==> config.mk <==
export PLATFORM = sky130hd
export DESIGN_NAME = hazard_ctrl_flat
export DESIGN_NICKNAME = d
export VERILOG_FILES = /design/src/rtl/hazard_pkg.sv /design/src/rtl/hazard_ctrl_if.sv /design/src/rtl/mdu_stall_fsm.sv /design/src/rtl/hazard_ctrl.sv /design/src/flat_wrapper.sv
export SDC_FILE = /design/constraint.sdc
export NUM_CORES = 1
export LEC_CHECK = 0
export ABC_AREA = 1
export CORE_MARGIN = 1.5
export CORE_UTILIZATION = 32
export CTS_CLUSTER_DIAMETER = 50
export DETAILED_ROUTE_END_ITERATION = 6
export PLACE_DENSITY_LB_ADDON = 0.2
export REMOVE_ABC_BUFFERS = 1
export SYNTH_ARGS = -nofsm -noshare
export SYNTH_HDL_FRONTEND = slang
export SYNTH_SLANG_ARGS = --single-unit
==> constraint.sdc <==
create_clock -name clk -period 1.35 [get_ports clk]
set_clock_uncertainty 0.15 [all_clocks]
set_input_delay 0.135 -clock clk [delete_from_list [all_inputs] [get_ports clk]]
set_output_delay 0.135 -clock clk [all_outputs]
set_load 0.01 [all_outputs]
==> src/rtl/hazard_pkg.sv <==
// Shared types for the pipeline hazard controller: MDU stall FSM states,
// forwarding-select encodings and the forwarding priority helper.
package hazard_pkg;

   typedef enum logic [1:0] {
      IDLE = 2'b00,
      BUSY = 2'b01,
      DONE = 2'b10
   } mduState_t;

   typedef enum logic [1:0] {
      FWD_RF = 2'b00,
      FWD_W  = 2'b01,
      FWD_M  = 2'b10
   } fwdSel_t;

   // Picks the operand source for one E-stage source register. The M result
   // is younger than the W result, so it wins when both match. Register x0
   // is hardwired to zero and is never forwarded.
   function automatic fwdSel_t fwdSelect(input logic [4:0] rs,
                                         input logic [4:0] rdM,
                                         input logic       regWriteM,
                                         input logic [4:0] rdW,
                                         input logic       regWriteW);
      fwdSel_t sel;
      sel = FWD_RF;
      if (regWriteM && (rdM != 5'd0) && (rdM == rs)) begin
         sel = FWD_M;
      end else if (regWriteW && (rdW != 5'd0) && (rdW == rs)) begin
         sel = FWD_W;
      end
      return sel;
   endfunction

endpackage

==> src/rtl/hazard_ctrl_if.sv <==
// Bundle of pipeline-facing signals seen by the hazard controller. The
// pipeline datapath is the master; the hazard controller is the slave.
interface hazard_ctrl_if;

   logic [4:0] rs1D;
   logic [4:0] rs2D;
   logic [4:0] rs1E;
   logic [4:0] rs2E;
   logic [4:0] rdE;
   logic       memReadE;
   logic       pcSrcE;
   logic       mduStartE;
   logic [4:0] rdM;
   logic [4:0] rdW;
   logic       regWriteM;
   logic       regWriteW;
   logic       dmemReadyM;

   logic       stallF;
   logic       stallD;
   logic       stallE;
   logic       stallM;
   logic       flushD;
   logic       flushE;
   logic       flushM;
   logic       flushW;
   logic [1:0] forwardAE;
   logic [1:0] forwardBE;
   logic       mduBusy;

   modport master (
      output rs1D, rs2D, rs1E, rs2E, rdE, memReadE, pcSrcE, mduStartE,
             rdM, rdW, regWriteM, regWriteW, dmemReadyM,
      input  stallF, stallD, stallE, stallM, flushD, flushE, flushM, flushW,
             forwardAE, forwardBE, mduBusy
   );

   modport slave (
      input  rs1D, rs2D, rs1E, rs2E, rdE, memReadE, pcSrcE, mduStartE,
             rdM, rdW, regWriteM, regWriteW, dmemReadyM,
      output stallF, stallD, stallE, stallM, flushD, flushE, flushM, flushW,
             forwardAE, forwardBE, mduBusy
   );

endinterface

==> src/rtl/mdu_stall_fsm.sv <==
// Multicycle (mul/div) stall sequencer. Stalls the op in E for CYCLES cycles,
// then spends one DONE cycle letting it advance. 'hold' freezes everything
// while an outstanding memory access stalls the whole pipe.
module mdu_stall_fsm
   import hazard_pkg::*;
#(
   parameter int CYCLES = 4
) (
   input  logic clk,
   input  logic reset,
   input  logic start,
   input  logic hold,
   output logic busy,
   output logic done
);

   localparam int CW = $clog2(CYCLES);

   mduState_t     state_q, state_d;
   logic [CW-1:0] count_q, count_d;

   // State and countdown registers, cleared by synchronous reset at any point.
   always_ff @(posedge clk) begin
      if (reset) begin
         state_q <= IDLE;
         count_q <= '0;
      end else begin
         state_q <= state_d;
         count_q <= count_d;
      end
   end

   // Next state and stall outputs; the start cycle itself already stalls, so
   // the counter is loaded with CYCLES-1 remaining BUSY cycles.
   always_comb begin
      state_d = state_q;
      count_d = count_q;
      busy    = 1'b0;
      done    = 1'b0;
      case (state_q)
         IDLE: begin
            if (start) begin
               busy = 1'b1;
               if (!hold) begin
                  state_d = BUSY;
                  count_d = CW'(CYCLES - 1);
               end
            end
         end
         BUSY: begin
            busy = 1'b1;
            if (!hold) begin
               if (count_q == CW'(1)) begin
                  state_d = DONE;
               end else begin
                  count_d = count_q - CW'(1);
               end
            end
         end
         DONE: begin
            done = 1'b1;
            if (!hold) begin
               state_d = IDLE;
            end
         end
         default: begin
            state_d = IDLE;
            count_d = '0;
         end
      endcase
   end

endmodule

==> src/rtl/hazard_ctrl.sv <==
// Pipeline hazard controller: operand forwarding into E plus prioritised
// stall/flush generation for memory waits, multicycle ops, taken branches
// and load-use hazards.
module hazard_ctrl
   import hazard_pkg::*;
#(
   parameter int MDU_CYCLES = 4
) (
   input  logic             clk,
   input  logic             reset,
   hazard_ctrl_if.slave     bus
);

   logic fsmBusy;
   logic fsmDone;
   logic mduStall;
   logic memStall;
   logic loadUse;

   mdu_stall_fsm #(.CYCLES(MDU_CYCLES)) u_fsm (
      .clk   (clk),
      .reset (reset),
      .start (bus.mduStartE),
      .hold  (memStall),
      .busy  (fsmBusy),
      .done  (fsmDone)
   );

   // Hazard detection terms; DONE is the release cycle and never stalls.
   always_comb begin
      memStall = !bus.dmemReadyM;
      mduStall = fsmBusy && !fsmDone;
      loadUse  = bus.memReadE && (bus.rdE != 5'd0) &&
                 ((bus.rdE == bus.rs1D) || (bus.rdE == bus.rs2D));
   end

   // Stall/flush resolution in priority order, all zero while in reset.
   always_comb begin
      bus.stallF  = 1'b0;
      bus.stallD  = 1'b0;
      bus.stallE  = 1'b0;
      bus.stallM  = 1'b0;
      bus.flushD  = 1'b0;
      bus.flushE  = 1'b0;
      bus.flushM  = 1'b0;
      bus.flushW  = 1'b0;
      bus.mduBusy = 1'b0;
      if (!reset) begin
         bus.mduBusy = mduStall;
         if (memStall) begin
            bus.stallF = 1'b1;
            bus.stallD = 1'b1;
            bus.stallE = 1'b1;
            bus.stallM = 1'b1;
            bus.flushW = 1'b1;
         end else if (mduStall) begin
            bus.stallF = 1'b1;
            bus.stallD = 1'b1;
            bus.stallE = 1'b1;
            bus.flushM = 1'b1;
         end else if (bus.pcSrcE) begin
            bus.flushD = 1'b1;
            bus.flushE = 1'b1;
         end else if (loadUse) begin
            bus.stallF = 1'b1;
            bus.stallD = 1'b1;
            bus.flushE = 1'b1;
         end
      end
   end

   // Operand forwarding for both E-stage sources, forced to regfile in reset.
   always_comb begin
      bus.forwardAE = FWD_RF;
      bus.forwardBE = FWD_RF;
      if (!reset) begin
         bus.forwardAE = fwdSelect(bus.rs1E, bus.rdM, bus.regWriteM,
                                   bus.rdW, bus.regWriteW);
         bus.forwardBE = fwdSelect(bus.rs2E, bus.rdM, bus.regWriteM,
                                   bus.rdW, bus.regWriteW);
      end
   end

endmodule

==> src/flat_wrapper.sv <==
// flat-port wrapper written by rule: the top's interface ports become plain ports
module hazard_ctrl_flat import hazard_pkg::*;
#(
   parameter int MDU_CYCLES = 4
)
  (clk, reset, bus_rs1D, bus_rs2D, bus_rs1E, bus_rs2E, bus_rdE, bus_memReadE, bus_pcSrcE, bus_mduStartE, bus_rdM, bus_rdW, bus_regWriteM, bus_regWriteW, bus_dmemReadyM, bus_stallF, bus_stallD, bus_stallE, bus_stallM, bus_flushD, bus_flushE, bus_flushM, bus_flushW, bus_forwardAE, bus_forwardBE, bus_mduBusy);
  hazard_ctrl_if bus_i ();
  input  logic clk;
  input  logic reset;
  input wire logic [$bits(bus_i.rs1D)-1:0] bus_rs1D;
  input wire logic [$bits(bus_i.rs2D)-1:0] bus_rs2D;
  input wire logic [$bits(bus_i.rs1E)-1:0] bus_rs1E;
  input wire logic [$bits(bus_i.rs2E)-1:0] bus_rs2E;
  input wire logic [$bits(bus_i.rdE)-1:0] bus_rdE;
  input wire logic [$bits(bus_i.memReadE)-1:0] bus_memReadE;
  input wire logic [$bits(bus_i.pcSrcE)-1:0] bus_pcSrcE;
  input wire logic [$bits(bus_i.mduStartE)-1:0] bus_mduStartE;
  input wire logic [$bits(bus_i.rdM)-1:0] bus_rdM;
  input wire logic [$bits(bus_i.rdW)-1:0] bus_rdW;
  input wire logic [$bits(bus_i.regWriteM)-1:0] bus_regWriteM;
  input wire logic [$bits(bus_i.regWriteW)-1:0] bus_regWriteW;
  input wire logic [$bits(bus_i.dmemReadyM)-1:0] bus_dmemReadyM;
  output wire logic [$bits(bus_i.stallF)-1:0] bus_stallF;
  output wire logic [$bits(bus_i.stallD)-1:0] bus_stallD;
  output wire logic [$bits(bus_i.stallE)-1:0] bus_stallE;
  output wire logic [$bits(bus_i.stallM)-1:0] bus_stallM;
  output wire logic [$bits(bus_i.flushD)-1:0] bus_flushD;
  output wire logic [$bits(bus_i.flushE)-1:0] bus_flushE;
  output wire logic [$bits(bus_i.flushM)-1:0] bus_flushM;
  output wire logic [$bits(bus_i.flushW)-1:0] bus_flushW;
  output wire logic [$bits(bus_i.forwardAE)-1:0] bus_forwardAE;
  output wire logic [$bits(bus_i.forwardBE)-1:0] bus_forwardBE;
  output wire logic [$bits(bus_i.mduBusy)-1:0] bus_mduBusy;
  assign bus_i.rs1D = bus_rs1D;
  assign bus_i.rs2D = bus_rs2D;
  assign bus_i.rs1E = bus_rs1E;
  assign bus_i.rs2E = bus_rs2E;
  assign bus_i.rdE = bus_rdE;
  assign bus_i.memReadE = bus_memReadE;
  assign bus_i.pcSrcE = bus_pcSrcE;
  assign bus_i.mduStartE = bus_mduStartE;
  assign bus_i.rdM = bus_rdM;
  assign bus_i.rdW = bus_rdW;
  assign bus_i.regWriteM = bus_regWriteM;
  assign bus_i.regWriteW = bus_regWriteW;
  assign bus_i.dmemReadyM = bus_dmemReadyM;
  assign bus_stallF = bus_i.stallF;
  assign bus_stallD = bus_i.stallD;
  assign bus_stallE = bus_i.stallE;
  assign bus_stallM = bus_i.stallM;
  assign bus_flushD = bus_i.flushD;
  assign bus_flushE = bus_i.flushE;
  assign bus_flushM = bus_i.flushM;
  assign bus_flushW = bus_i.flushW;
  assign bus_forwardAE = bus_i.forwardAE;
  assign bus_forwardBE = bus_i.forwardBE;
  assign bus_mduBusy = bus_i.mduBusy;
  hazard_ctrl #(.MDU_CYCLES(MDU_CYCLES)) u_core (.clk(clk), .reset(reset), .bus(bus_i));
endmodule
==> out/metrics.csv, run 1 <==
metric,value,unit
status,"complete, but fails checks",
violations,negative setup slack,
fin_nets,281,
grt_overflow_total,0,
ioPinCount,56,
criticalPathCategory,reg -> out,
grtUsageMet1,0.210,
fin_area,1740,um^2
slowest_stage,dfxtp_2,
clk_pin_slew,0.04,ns
grt_start_max_net_pins,8,
crit_required,1.07,ns
max_freq,692,MHz
synth_most_common_cell,nand2_1,
gp_congestion,0.785,
yosysWarningCount,0,
syn_area_per_cell,5.40,um^2
synth_edf_count,0,
diodes,0,
drc_errors,0,
cts-root-buf,clkbuf_4,
drt_wl_total,3260,um
grt_setup_unrepaired,yes,
crit_top_cell,nor2_4,
synthFlopType,dfxtp_1,
period_share,1.07,
grt_pass1_vias,1174,
slowest_delay,0.33,ns
p_per_area,513,nW/um^2
async_flop_share,0,
maxSlewViolCount,0,
dr_total_vias,1263,
synthesis.area,847,um^2
drive_gt1_frac,0.430,
grt_pass1_wl,4600,um
synth_cells,157,
ys_types,19,
yosysSeqAreaShare,0.0945,
met3_usage,0.0137,
cts_tree,yes,
worst_setup_path_start_kind,register,
dieArea,2960,um^2
slew_headroom,0.842,
yosys-top-cells-count,"nand2_1 (44), nor2_1 (24), inv_1 (23)",
grt-busiest-layer,met2,
ir_worst_vdd,0.394,mV
cts_sinks,4,
drv_cap,0,
wl_per_cell,12.3,um
critPathBufInv,1,
end_kind,output pin,
postSynthRegisterBits,4,
core,2500,um^2
met2_usage,0.426,
clock_latency,0.23,ns
syn_to_final_growth,105,%
grtUsageTotal,0.207,
path_max_fanout,2,
drtPass1Iterations,4,
drtIter0Drc,20,
hp-class,in -> reg,
synth.area.top_cells,"xnor2_1 (20%), nand2_1 (19%), nor2_1 (11%)",
setup_viol,14,
antenna_found_initial,0,
hold_viol,0,
rows,18,
synth.largest_area_cell,xnor2_1,
routed_via_density,4.77,
power_leakage,0.945,nW
die_y,54.5,um
initial_core_util,0.339,
detailed_place_hpwl,2180,um
cts_buffer_depth,2,
crit_chain,nor2_4 > nor2_4 > nor3_2 > nand3_1 > nand2_1 > buf_2,
setup_slack,-0.0947,ns
placed_cell_area,1540,um^2
antenna_left,0,
h-tree-depth,1,
worst_slew_pin_slew,0.235,ns
cpLargestDelayFamily,simple AND/OR/NAND/NOR gates,
portBuffers,55,
synth_top_area_frac,0.196,
layout_min_cycle_time,1.44,ns
holdWs,0.0153,ns
die_w,54.5,um
total_power,0.000892,W
worstPathArrival,1.16,ns
cts_buffers,3,
worst register-to-register path: stages, from the launching register on:
cell and delay (ns):
dfxtp_2 0.33, buf_4 0.14, buf_6 0.12, inv_2 0.07
nand2_2 0.05, o21ai_2 0.16, nor3_4 0.07, nor2_1 0.13
nor2_1 0.06
where the power goes:
group / leakage [nW] / internal (W) / switching, W
Clock: 0.0138 / 0.0000992 / 0.0000458
Combinational: 0.897 / 0.000304 / 0.000296
Sequential: 0.0338 / 0.000135 / 0.0000120
Total: 0.945 / 0.000538 / 0.000354
layout make-up:
| cell class | count | area, um^2 |
|---|---|---|
| Fill cell | 221 | 762 |
| Inverter | 26 | 97.6 |
| Timing Repair Buffer | 78 | 607 |
| Tap cell | 30 | 37.5 |
| Multi-Input combinational cell | 124 | 891 |
| Clock buffer | 3 | 22.5 |
| Sequential cell | 4 | 82.6 |
registers in the layout, summed over array words and instances (netlist names):
register and count:
u_core.u_fsm.state_q 2, u_core.u_fsm.count_q 2
kinds of logic (layout without fill, tap and decap cells):
| kind of cell | Yosys count | after routing | synth area share |
|---|---|---|---|
| XOR/XNOR | 20 | 20 | 0.207 |
| AND/OR/NAND/NOR | 91 | 91 | 0.461 |
| buffers and inverters | 29 | 107 | 0.139 |
| adder cells (fa/ha/maj) | 1 | 1 | 0.0148 |
| AO/OA/AOI/OAI | 12 | 12 | 0.0842 |
| flip-flops | 4 | 4 | 0.0945 |
through the flow:
| stage | utilization | setup TNS (ns) | setup WS (ns) | std cells |
|---|---|---|---|---|
| floorplan | - | 0 | 0.0220 | 154 |
| global placement | 0.617 | -8.97 | -0.763 | 256 |
| detailed placement | 0.617 | -9.22 | -0.778 | 256 |
| CTS | 0.651 | -0.558 | -0.116 | 263 |
| global route | 0.695 | -1.53 | -0.182 | 265 |
| finish | 0.695 | -0.626 | -0.0947 | 265 |
worst paths after layout:
check                                              from                 endpoint  slack, ns  depth (start not counted)
worst min register to register  u_core.u_fsm.count_q[1]  u_core.u_fsm.count_q[1]       0.34                          2
worst min-delay path                              reset  u_core.u_fsm.state_q[1]       0.02                          2
worst max register to register  u_core.u_fsm.state_q[0]  u_core.u_fsm.count_q[0]      -0.04                          8
worst max-delay path            u_core.u_fsm.state_q[0]               bus_flushE      -0.09                          6
metal layers:
| metal | part of all wire | vias to the layer above |
|---|---|---|
| li1 | - | 640 |
| met1 | 0.35 | 560 |
| met2 | 0.56 | 55 |
| met3 | 0.064 | 8 |
| met4 | 0.023 | 0 |
| met5 | 0 | - |
placed cells by master (no fill, tap or decap), types with 2 or more instances in the layout:
master,synthesis,layout
o21ai_0,6,3
buf_6,0,9
nor3_4,1,2
nand3_2,0,3
o21ai_2,3,3
clkbuf_4,0,3
nor2_2,4,3
nand3_1,10,7
nor3_2,0,4
nor2_1,24,20
clkdlybuf4s50_1,0,2
xnor2_1,19,8
nand2_4,0,2
a21oi_1,3,3
inv_2,3,4
xnor2_4,0,3
xnor2_2,0,8
clkbuf_2,0,8
nand2_2,0,2
dlygate4sd2_1,0,17
o21ai_1,0,3
nand2_1,44,40
inv_1,23,22
nor2_4,0,5
dfxtp_2,0,2
clkdlybuf4s15_1,0,4
buf_2,1,18
buf_4,2,17
dfxtp_1,4,2
timing repair:
action,4_1_cts,5_1_grt
gates resized for setup,149,55
hold buffers,0,0
endpoints found under the setup margin,15,16
pin swaps,39,27
hold endpoints to repair,0,0
setup buffers,4,3
Note: power is estimated with default switching activity, not from simulation.
==> run 2: changes to the inputs <==
--- a/config.mk
+++ b/config.mk
@@ -10,6 +10,7 @@
 export CORE_UTILIZATION = 32
 export CTS_CLUSTER_DIAMETER = 50
 export DETAILED_ROUTE_END_ITERATION = 6
+export GPL_TIMING_DRIVEN = 0
 export PLACE_DENSITY_LB_ADDON = 0.2
 export REMOVE_ABC_BUFFERS = 1
 export SYNTH_ARGS = -nofsm -noshare
==> run 2 against run 1 <==
  * The run still ends with negative setup slack left
  * Power down 14%
  * Maximum frequency down 6.6%
  * Setup slack worse by 0.10 ns
  * Global-route usage down 3.3 points
  * Via count down 8.6%
  * Die area unchanged
  * Critical path depth up 1
  * Count of clock-buffer cells in the layout unchanged
  * Hold slack better by 0.10 ns
  * Highest routed layer is now met3
==> out/metrics.csv, run 2 (synthesis results as in run 1) <==
metric,value,unit,change
crit_chain,nor2_4 > nor2_4 > nor3_2 > buf_4 > nand3_2 > nand2_2 > buf_6,,was nor2_4 > nor2_4 > nor3_2 > nand3_1 > nand2_1 > buf_2
clk_pin_slew,0.03,ns,was 0.04 ns
syn_to_final_growth,76.2,%,was 105%
grt_overflow_total,0,,unchanged
slowest_delay,0.34,ns,was 0.33 ns
crit_end,bus_flushE,,unchanged
die_w,54.5,um,unchanged
crit_required,1.07,ns,about the same
grt_start_max_net_pins,11,,was 8
rr_worst_depth,8,,unchanged
max_freq,647,MHz,was 692 MHz
layout_min_cycle_time,1.55,ns,was 1.44 ns
violations,negative setup slack,,unchanged
crit_top_cell,nor2_4,,unchanged
h-tree-depth,1,,unchanged
setup_slack,-0.197,ns,was -0.0947 ns
slowest_stage,dfxtp_4,,was dfxtp_2
total_power,0.000766,W,was 0.000892 W
drv_cap,0,,unchanged
dieArea,2960,um^2,unchanged
multi_input_area,792,um^2,was 891 um^2
fillers,263,,was 221
cts-root-buf,clkbuf_4,,unchanged
hold_viol,0,,unchanged
maxSlewViolCount,0,,unchanged
power_leakage,0.812,nW,was 0.945 nW
seq_area,86.3,um^2,was 82.6 um^2
worst_slew_pin_slew,0.258,ns,was 0.235 ns
antenna_left,0,,unchanged
slew_headroom,0.828,,was 0.842
cts_buffer_depth,2,,unchanged
drtPass1Iterations,4,,unchanged
core,2500,um^2,unchanged
ioPinCount,56,,unchanged
grt_pass1_wl,3910,um,was 4600 um
ir_worst_vdd,0.358,mV,was 0.394 mV
path_max_fanout,2,,unchanged
cts_sinks,4,,unchanged
r2r-end,u_core.u_fsm.count_q[0],,unchanged
wl_per_cell,10.6,um,was 12.3 um
detailed_place_hpwl,2090,um,was 2180 um
die_y,54.5,um,unchanged
fin_nets,263,,was 281
r2r_setup_slack,0.05,ns,was -0.04 ns
status,"complete, but fails checks",,unchanged
hold_buffers,0,,unchanged
worst_setup_path_start_kind,register,,unchanged
top_regs,"u_core.u_fsm.count_q: 2 flops, u_core.u_fsm.state_q: 2 flops",,unchanged
end_kind,output pin,,unchanged
fin_setup_tns,-0.710,ns,was -0.626 ns
cts_buffers,3,,unchanged
initial_core_util,0.339,,unchanged
drt_wl_total,2620,um,was 3260 um
antenna_found_initial,0,,unchanged
layout_common_cells,"nand2_1 (39), nor2_1 (22), buf_2 (21), inv_1 (20), dlygate4sd2_1 (18)",,"was nand2_1 (40), inv_1 (22), nor2_1 (20), buf_2 (18)"
setup_viol,8,,was 14
r2r_start,u_core.u_fsm.count_q[1],,was u_core.u_fsm.state_q[0]
clock_latency,0.23,ns,about the same
grt_pass1_vias,1047,,was 1174
crit_path_start,u_core.u_fsm.state_q[0],,unchanged
grt_setup_unrepaired,yes,,unchanged
cts_tree,yes,,unchanged
period_share,1.15,,was 1.07
diodes,0,,unchanged
drc_errors,0,,unchanged
dr_total_vias,1154,,was 1263
worstPathArrival,1.26,ns,was 1.16 ns
p_per_area,513,nW/um^2,about the same
hp-class,in -> reg,,unchanged
portBuffers,55,,unchanged
gp_congestion,0.807,,was 0.785
holdWs,0.119,ns,was 0.0153 ns
rows,18,,unchanged
drive_gt1_frac,0.364,,was 0.430
criticalPathCategory,reg -> out,,unchanged
routed_via_density,4.67,,was 4.77
place_ws,-0.805,ns,was -0.778 ns
grtUsageTotal,0.173,,was 0.207
final_common_cell,nand2_1,,unchanged
drtIter0Drc,22,,was 20
==> run 2: changes by cell type in the layout (fill, tap and decap cells not counted), sizes merged <==
| cell | previous run | this run |
|---|---|---|
| buf | 45 | 29 |
| clkbuf | 11 | 6 |
| clkdlybuf4s50 | 2 | 3 |
| dlygate4sd2 | 17 | 18 |
| dlymetal6s2s | 1 | 2 |
==> run 2: stage by stage <==
step | instances | instance area [um^2] | util
floorplan | 154 | 827 | -
global route | 247 | 1490 | 0.597
CTS | 246 | 1400 | 0.561
detailed placement | 239 | 1420 | 0.566
global placement | 239 | 1420 | 0.566
finish | 247 | 1490 | 0.597
==> run 2: timing repair <==
item | 4_1_cts | 5_1_grt
pin swaps | 32 | 32
resized for setup | 145 | 34
setup endpoints to repair | 15 | 14
setup buffers | 4 | 1
==> run 2: metal layers <==
metal / vias to the layer above / share of wire / track usage
met1: 507 / 0.38 / 0.178
met3: 0 / 0.080 / 0.0219
li1: 604 / - / -
met5: - / 0 / 0
met4: 0 / 0 / 0.0667
met2: 43 / 0.54 / 0.347
==> run 2: layout make-up <==
class	instances	share of cell area
multi-input combinational	124	0.531
timing repair buffer	60	0.306
inverter	26	0.0654
sequential	4	0.0578
tap	30	0.0251
clock buffer	3	0.0151
==> run 2: worst max-delay path: cells and delay by family, from the launching register on <==
family,cells,cell delay (ns)
flops,1,0.34
simple gates,5,0.46
buf+inv,2,0.24
==> run 2: worst min-delay path by stage <==
stage,start,end,slack (ns),depth (start not counted)
after floorplan,reset,u_core.u_fsm.state_q[1],0.06,1
after global placement,u_core.u_fsm.count_q[1],u_core.u_fsm.count_q[1],0.32,2
after detailed placement,u_core.u_fsm.count_q[1],u_core.u_fsm.count_q[1],0.33,2
after CTS,reset,u_core.u_fsm.state_q[1],0.12,2
after global routing,reset,u_core.u_fsm.state_q[1],0.16,2
final,reset,u_core.u_fsm.state_q[1],0.12,2
==> run 2: power by group <==
part	internal, W	leakage, nW	total [W]	switching [W]
clock network	0.0000991	0.0138	0.000143	0.0000440
registers	0.000136	0.0344	0.000149	0.0000131
logic	0.000232	0.763	0.000474	0.000243
==> RTL edit 1, RTL diff (flow settings as in run 2) <==
The 3 states of `mduState_t` get a one-hot encoding in 3 bits.
--- a/src/rtl/hazard_pkg.sv
+++ b/src/rtl/hazard_pkg.sv
@@ -2,10 +2,10 @@
 // forwarding-select encodings and the forwarding priority helper.
 package hazard_pkg;
 
-   typedef enum logic [1:0] {
-      IDLE = 2'b00,
-      BUSY = 2'b01,
-      DONE = 2'b10
+   typedef enum logic [2:0] {
+      IDLE = 3'b001,
+      BUSY = 3'b010,
+      DONE = 3'b100
    } mduState_t;
 
    typedef enum logic [1:0] {
Behaviour: no difference found for any inputs over 10 cycles, from zero or initial values and one cycle with reset high; not proved beyond that.
==> RTL edit 1 against run 2 <==
- wire length increased by 18%
- sequential cell count increased by 1
- critical path type unchanged
- hold slack improved by 0.072 ns
- die area increased by 12%
- setup slack got worse by 0.027 ns
- register-to-register slack got worse by 0.17 ns
- final area increased by 12%
- sequential share of layout area increased by 1.0 points
- non-clock buffer count increased by 5
- area after synthesis increased by 12%
- the run still ends with setup timing left
Power is not compared: it rests on default switching activity, and its combinational part moved more than twofold at a synthesized area within 25%.
==> RTL edit 1: results (changes against run 2) <==
[synth]
ys_seq_area_frac=0.1051  ; +0.01059
yosys.area_share.xor_xnor=0.2116  ; +0.004769
synth_common_cells=nand2_1, nor2_1, inv_1
synth_compound_area_frac=0.03679  ; -0.04740
synth_area_leaders=nand2_1, xnor2_1, nor2_1
ys.flop_type=dfxtp_1
synth_warnings=0  ; unchanged
synth_fa_ha_area_frac=0.01314  ; -0.001630
synth.distinct_cells=23  ; +4

[global_routing]
grt_max_degree=8  ; -3
grt_pass1_vias=1178  ; +13%
gr-usage-met3=0.04082  ; +0.01896
antenna_found_initial=0  ; unchanged
use_met2=0.3019  ; -0.04544
grt_usage=0.1768  ; +0.003357
grt_pass1_wl_um=4692  ; +20%
grt.met1_usage=0.2115  ; +0.03343

[hold_path]
worstHoldPathCells=3  ; +1
worstHoldStart=reset
hold-path-endpoint=u_core.u_fsm.state_q[0]

[detailed_routing]
first_iter_violations=59  ; +170%
routed_wl_um=3099  ; +18%
viasPerCell=4.735  ; +1.3%

[critical_path]
reg2regPathDepth=9  ; +1
cp.arrival_ns=1.29  ; +0.03 ns
cp_max_fo=5  ; +3
r2r_end=u_core.u_fsm.state_q[2]
rr_startpoint=u_core.u_fsm.state_q[2]
r2r_setup_slack_ns=-0.12  ; -0.17 ns

[placement]
gp_congestion=0.8392  ; +4.0%
hpwl_um=2101  ; +0.72%
placed_cell_area_um2=1526  ; +7.9%

[layout]
nNetsFinal=282  ; +7.2%
top_regs=u_core.u_fsm.state_q x3, u_core.u_fsm.count_q x2
drive_gt1_frac=0.3966  ; +0.03257
fillerInstances=269  ; +2.3%

[timing]
tightest_slew_ns=0.2277  ; -0.02989 ns
setup_viol=12  ; +4
fin_tns_setup_ns=-1.485  ; -0.7748 ns
setup_ws_ns=-0.2237  ; -0.02701 ns

[cts]
clk_path_buf_depth=2  ; unchanged
clkTransAtPathRegs_ns=0.04
clkLatencyLatePin_ns=0.24

[outcome]
outcome=complete, but fails checks
violations=setup timing

RTL edit 1: layout make-up:
class,instances,area (um2),share of cell area
Multi-Input combinational cell,132,869.6,0.5202
Timing Repair Buffer,65,484.2,0.2897
Inverter,31,138.9,0.08308
Sequential cell,5,113.9,0.06811
Tap cell,31,38.79,0.02320
Clock buffer,4,26.28,0.01572
RTL edit 1: metrics by stage:
step	util	instances	worst slack (ns)	power (W)	hold slack, ns
after floorplan	-	168	-0.03241	0.0009368	0.1641
after global placement	0.5488	254	-0.7694	0.001288	0.3238
after detailed placement	0.5488	254	-0.7700	0.001295	0.3244
after CTS	0.5569	265	-0.2261	0.001641	0.3344
after global routing	0.6010	268	-0.3090	0.002098	0.2293
final	0.6010	268	-0.2237	0.001930	0.1910
RTL edit 1: worst max path at each step:
stage / startpoint / to / slack, ns / depth (start not counted)
floorplan: u_core.u_fsm.state_q[2] / bus_stallD / -0.03 / 7
global placement: reset / bus_flushE / -0.77 / 7
detailed placement: reset / bus_stallD / -0.77 / 7
CTS: u_core.u_fsm.state_q[2] / bus_stallD / -0.23 / 8
global route: u_core.u_fsm.state_q[0] / bus_flushE / -0.31 / 7
finish: u_core.u_fsm.state_q[0] / bus_flushE / -0.22 / 7
RTL edit 1: report_power, final:
| part | total [W] | leakage [nW] | switching (W) | internal, W |
|---|---|---|---|---|
| Sequential | 0.000328 | 0.0435 | 0.0000872 | 0.000241 |
| Combinational | 0.00143 | 0.862 | 0.000766 | 0.000665 |
| Clock | 0.000170 | 0.0150 | 0.0000589 | 0.000112 |
RTL edit 1: logic make-up (layout without fill, tap and decap cells):
| group | Yosys count | count (layout) |
|---|---|---|
| fa+ha+maj | 1 | 1 |
| compound gates | 6 | 6 |
| buf+inv | 33 | 100 |
| flops | 5 | 5 |
| simple gates | 102 | 102 |
| xor+xnor | 23 | 23 |
RTL edit 1: worst max-delay path, stage by stage, from the launching register on:
cell	delay [ns]
dfxtp_4	0.39
inv_4	0.05
nand3_4	0.07
o21ai_4	0.06
nor2_1	0.16
nand3_1	0.10
nand2_1	0.08
buf_2	0.13
RTL edit 1: metal layers:
layer	vias to the layer above	routed length, um
met5	-	0
met4	0	77
met3	8	228
met2	58	1491
met1	543	1301
li1	660	-
RTL edit 1: what timing repair did:
action | 4_1_cts | 5_1_grt
endpoints found under the setup margin | 13 | 16
buffers inserted | 7 | 4
resized for setup | 151 | 45
pin swaps | 38 | 34
hold endpoints to repair | 0 | 0
==> RTL edit 2, RTL diff (config.mk and constraints of run 2) <==
Made on the original files. `MDU_CYCLES` is set to 4 in 2 places; all go to 2.
--- a/src/rtl/hazard_ctrl.sv
+++ b/src/rtl/hazard_ctrl.sv
@@ -4,7 +4,7 @@
 module hazard_ctrl
    import hazard_pkg::*;
 #(
-   parameter int MDU_CYCLES = 4
+   parameter int MDU_CYCLES = 2
 ) (
    input  logic             clk,
    input  logic             reset,
--- a/src/flat_wrapper.sv
+++ b/src/flat_wrapper.sv
@@ -1,7 +1,7 @@
 // flat-port wrapper written by rule: the top's interface ports become plain ports
 module hazard_ctrl_flat import hazard_pkg::*;
 #(
-   parameter int MDU_CYCLES = 4
+   parameter int MDU_CYCLES = 2
 )
   (clk, reset, bus_rs1D, bus_rs2D, bus_rs1E, bus_rs2E, bus_rdE, bus_memReadE, bus_pcSrcE, bus_mduStartE, bus_rdM, bus_rdW, bus_regWriteM, bus_regWriteW, bus_dmemReadyM, bus_stallF, bus_stallD, bus_stallE, bus_stallM, bus_flushD, bus_flushE, bus_flushM, bus_flushW, bus_forwardAE, bus_forwardBE, bus_mduBusy);
   hazard_ctrl_if bus_i ();
Function: changed (a bounded check fails within 4 cycles, from zero or initial values and one cycle with reset high).
==> RTL edit 2 against run 2 <==
- the run still ends with setup timing left
- area after synthesis fell by 8.1%
- synthesized cell count fell by 9.6%
- final cell count fell by 6.1%
- sequential share of layout area fell by 1.0 points
- fmax rose by 6.1%
- wire length fell by 3.9%
- sequential cell count fell by 1
- via count fell by 9.8%
- power fell by 21%
- count of clock-buffer cells in the layout rose by 1
- sequential power fell by 33%
- critical path depth did not move
- setup slack improved by 0.088 ns
- final area fell by 12%
- critical endpoint unchanged
- largest cell class unchanged
==> RTL edit 2: results (changes against run 2) <==
[outcome]
outcome=complete, but fails checks
violations=setup timing

[synth]
synth_warnings=0  ; unchanged
ys_seq_area_frac=0.07717  ; -0.01736
postSynthCellCount=142  ; -9.6%
yosys.area_share.xor_xnor=0.2138  ; +0.007032
synth_fa_ha_area_frac=0  ; -0.01477
synth_common_cells=nand2_1, inv_1, xnor2_1

[placement]
hpwl_um=1983  ; -5.0%
portBuffers=55  ; unchanged
dp.cells=222  ; -7.1%

[timing]
whs_ns=0.1022  ; -0.01680 ns
fin_tns_setup_ns=-0.4622  ; +0.2479 ns
setup_ws_ns=-0.1083  ; +0.08846 ns
slew_headroom=0.8333  ; +0.005020
fin_crit_sh=1.080  ; -0.06552
setup_viol=7  ; -1

[critical_path]
cp_max_fo=3  ; +1
cp.arrival_ns=1.17  ; -0.09 ns
r2r_setup_slack_ns=-0.02  ; -0.07 ns
crit_slowest_cell=dfxtp_2

[cts]
clk_path_buf_depth=2  ; unchanged
htreeDepth=1  ; unchanged

[global_routing]
grt_max_degree=9  ; -2
grt_pass1_wl_um=3739  ; -4.4%
grt_pass1_vias=929  ; -11%
grt_usage=0.1770  ; +0.003558

[layout]
stdcell_count=232  ; -6.1%
fillerInstances=258  ; -1.9%
top_regs=u_core.u_fsm.state_q x2, u_core.u_fsm.count_q x1
drive_gt1_frac=0.3382  ; -0.02582

[power_and_ir_drop]
vdd_drop_max_mv=0.5307  ; +48%
leakage_nw=0.7179  ; -12%

[detailed_routing]
routed_wl_um=2521  ; -3.9%
viasPerCell=4.487  ; -4.0%
first_iter_violations=14  ; -36%

RTL edit 2: cell count changes after synthesis, sizes merged, moves of 3 or more:
cell	run 2	this run
nor3	6	2
nor2	28	19
nand2	44	40
a21oi	3	6
RTL edit 2: cell families after synthesis:
family,Yosys count
compound gates,16
buf+inv,30
simple gates,74
xor+xnor,19
flops,3
RTL edit 2: layout make-up:
class                           instances  area [um2]  share of cell area
Timing Repair Buffer                   61       424.2              0.3232
Inverter                               27       106.4             0.08103
Sequential cell                         3       62.56             0.04766
Tap cell                               28       35.03             0.02669
Multi-Input combinational cell        109       658.1              0.5014
Clock buffer                            4       26.28             0.02002
RTL edit 2: path summary, 6_finish.rpt:
path	start	endpoint	depth (start not counted)
worst min register to register	u_core.u_fsm.count_q	u_core.u_fsm.state_q[1]	2
worst max-delay path	u_core.u_fsm.state_q[1]	bus_flushE	7
worst max register to register	u_core.u_fsm.state_q[1]	u_core.u_fsm.state_q[0]	7
worst min-delay path	reset	u_core.u_fsm.state_q[1]	2
RTL edit 2: routing by layer:
layer  wire length (um)  vias up  global-route usage
met5                  0        -                   0
met4                  0        0             0.05128
met3                 94        0                   0
met2               1399       23              0.3417
met1               1027      457              0.2110
li1                   -      561                   -
RTL edit 2: repair_timing:
action                                  CTS  global route
hold buffers                              0             0
pin swaps                                22            26
hold endpoints to repair                  0             0
endpoints found under the setup margin   13            10
setup buffers                             5             2
gates resized for setup                 123            44
RTL edit 2: power by group:
| part | internal [W] | switching, W | total, W |
|---|---|---|---|
| clock | 0.000111 | 0.0000436 | 0.000154 |
| sequential | 0.0000951 | 0.00000490 | 0.000100 |
| combinational | 0.000168 | 0.000183 | 0.000350 |
RTL edit 2: stage by stage:
stage                     utilization  instance area [um2]  total power (W)  setup WS (ns)
after CTS                      0.5788                 1305        0.0006031        -0.1096
after global placement         0.5932                 1338        0.0004724        -0.8663
after global routing           0.5821                 1313        0.0006549        -0.1771
after detailed placement       0.5932                 1338        0.0004798        -0.8886
after floorplan                     -                752.0        0.0002643         0.1330
final                          0.5821                 1313        0.0006045        -0.1083
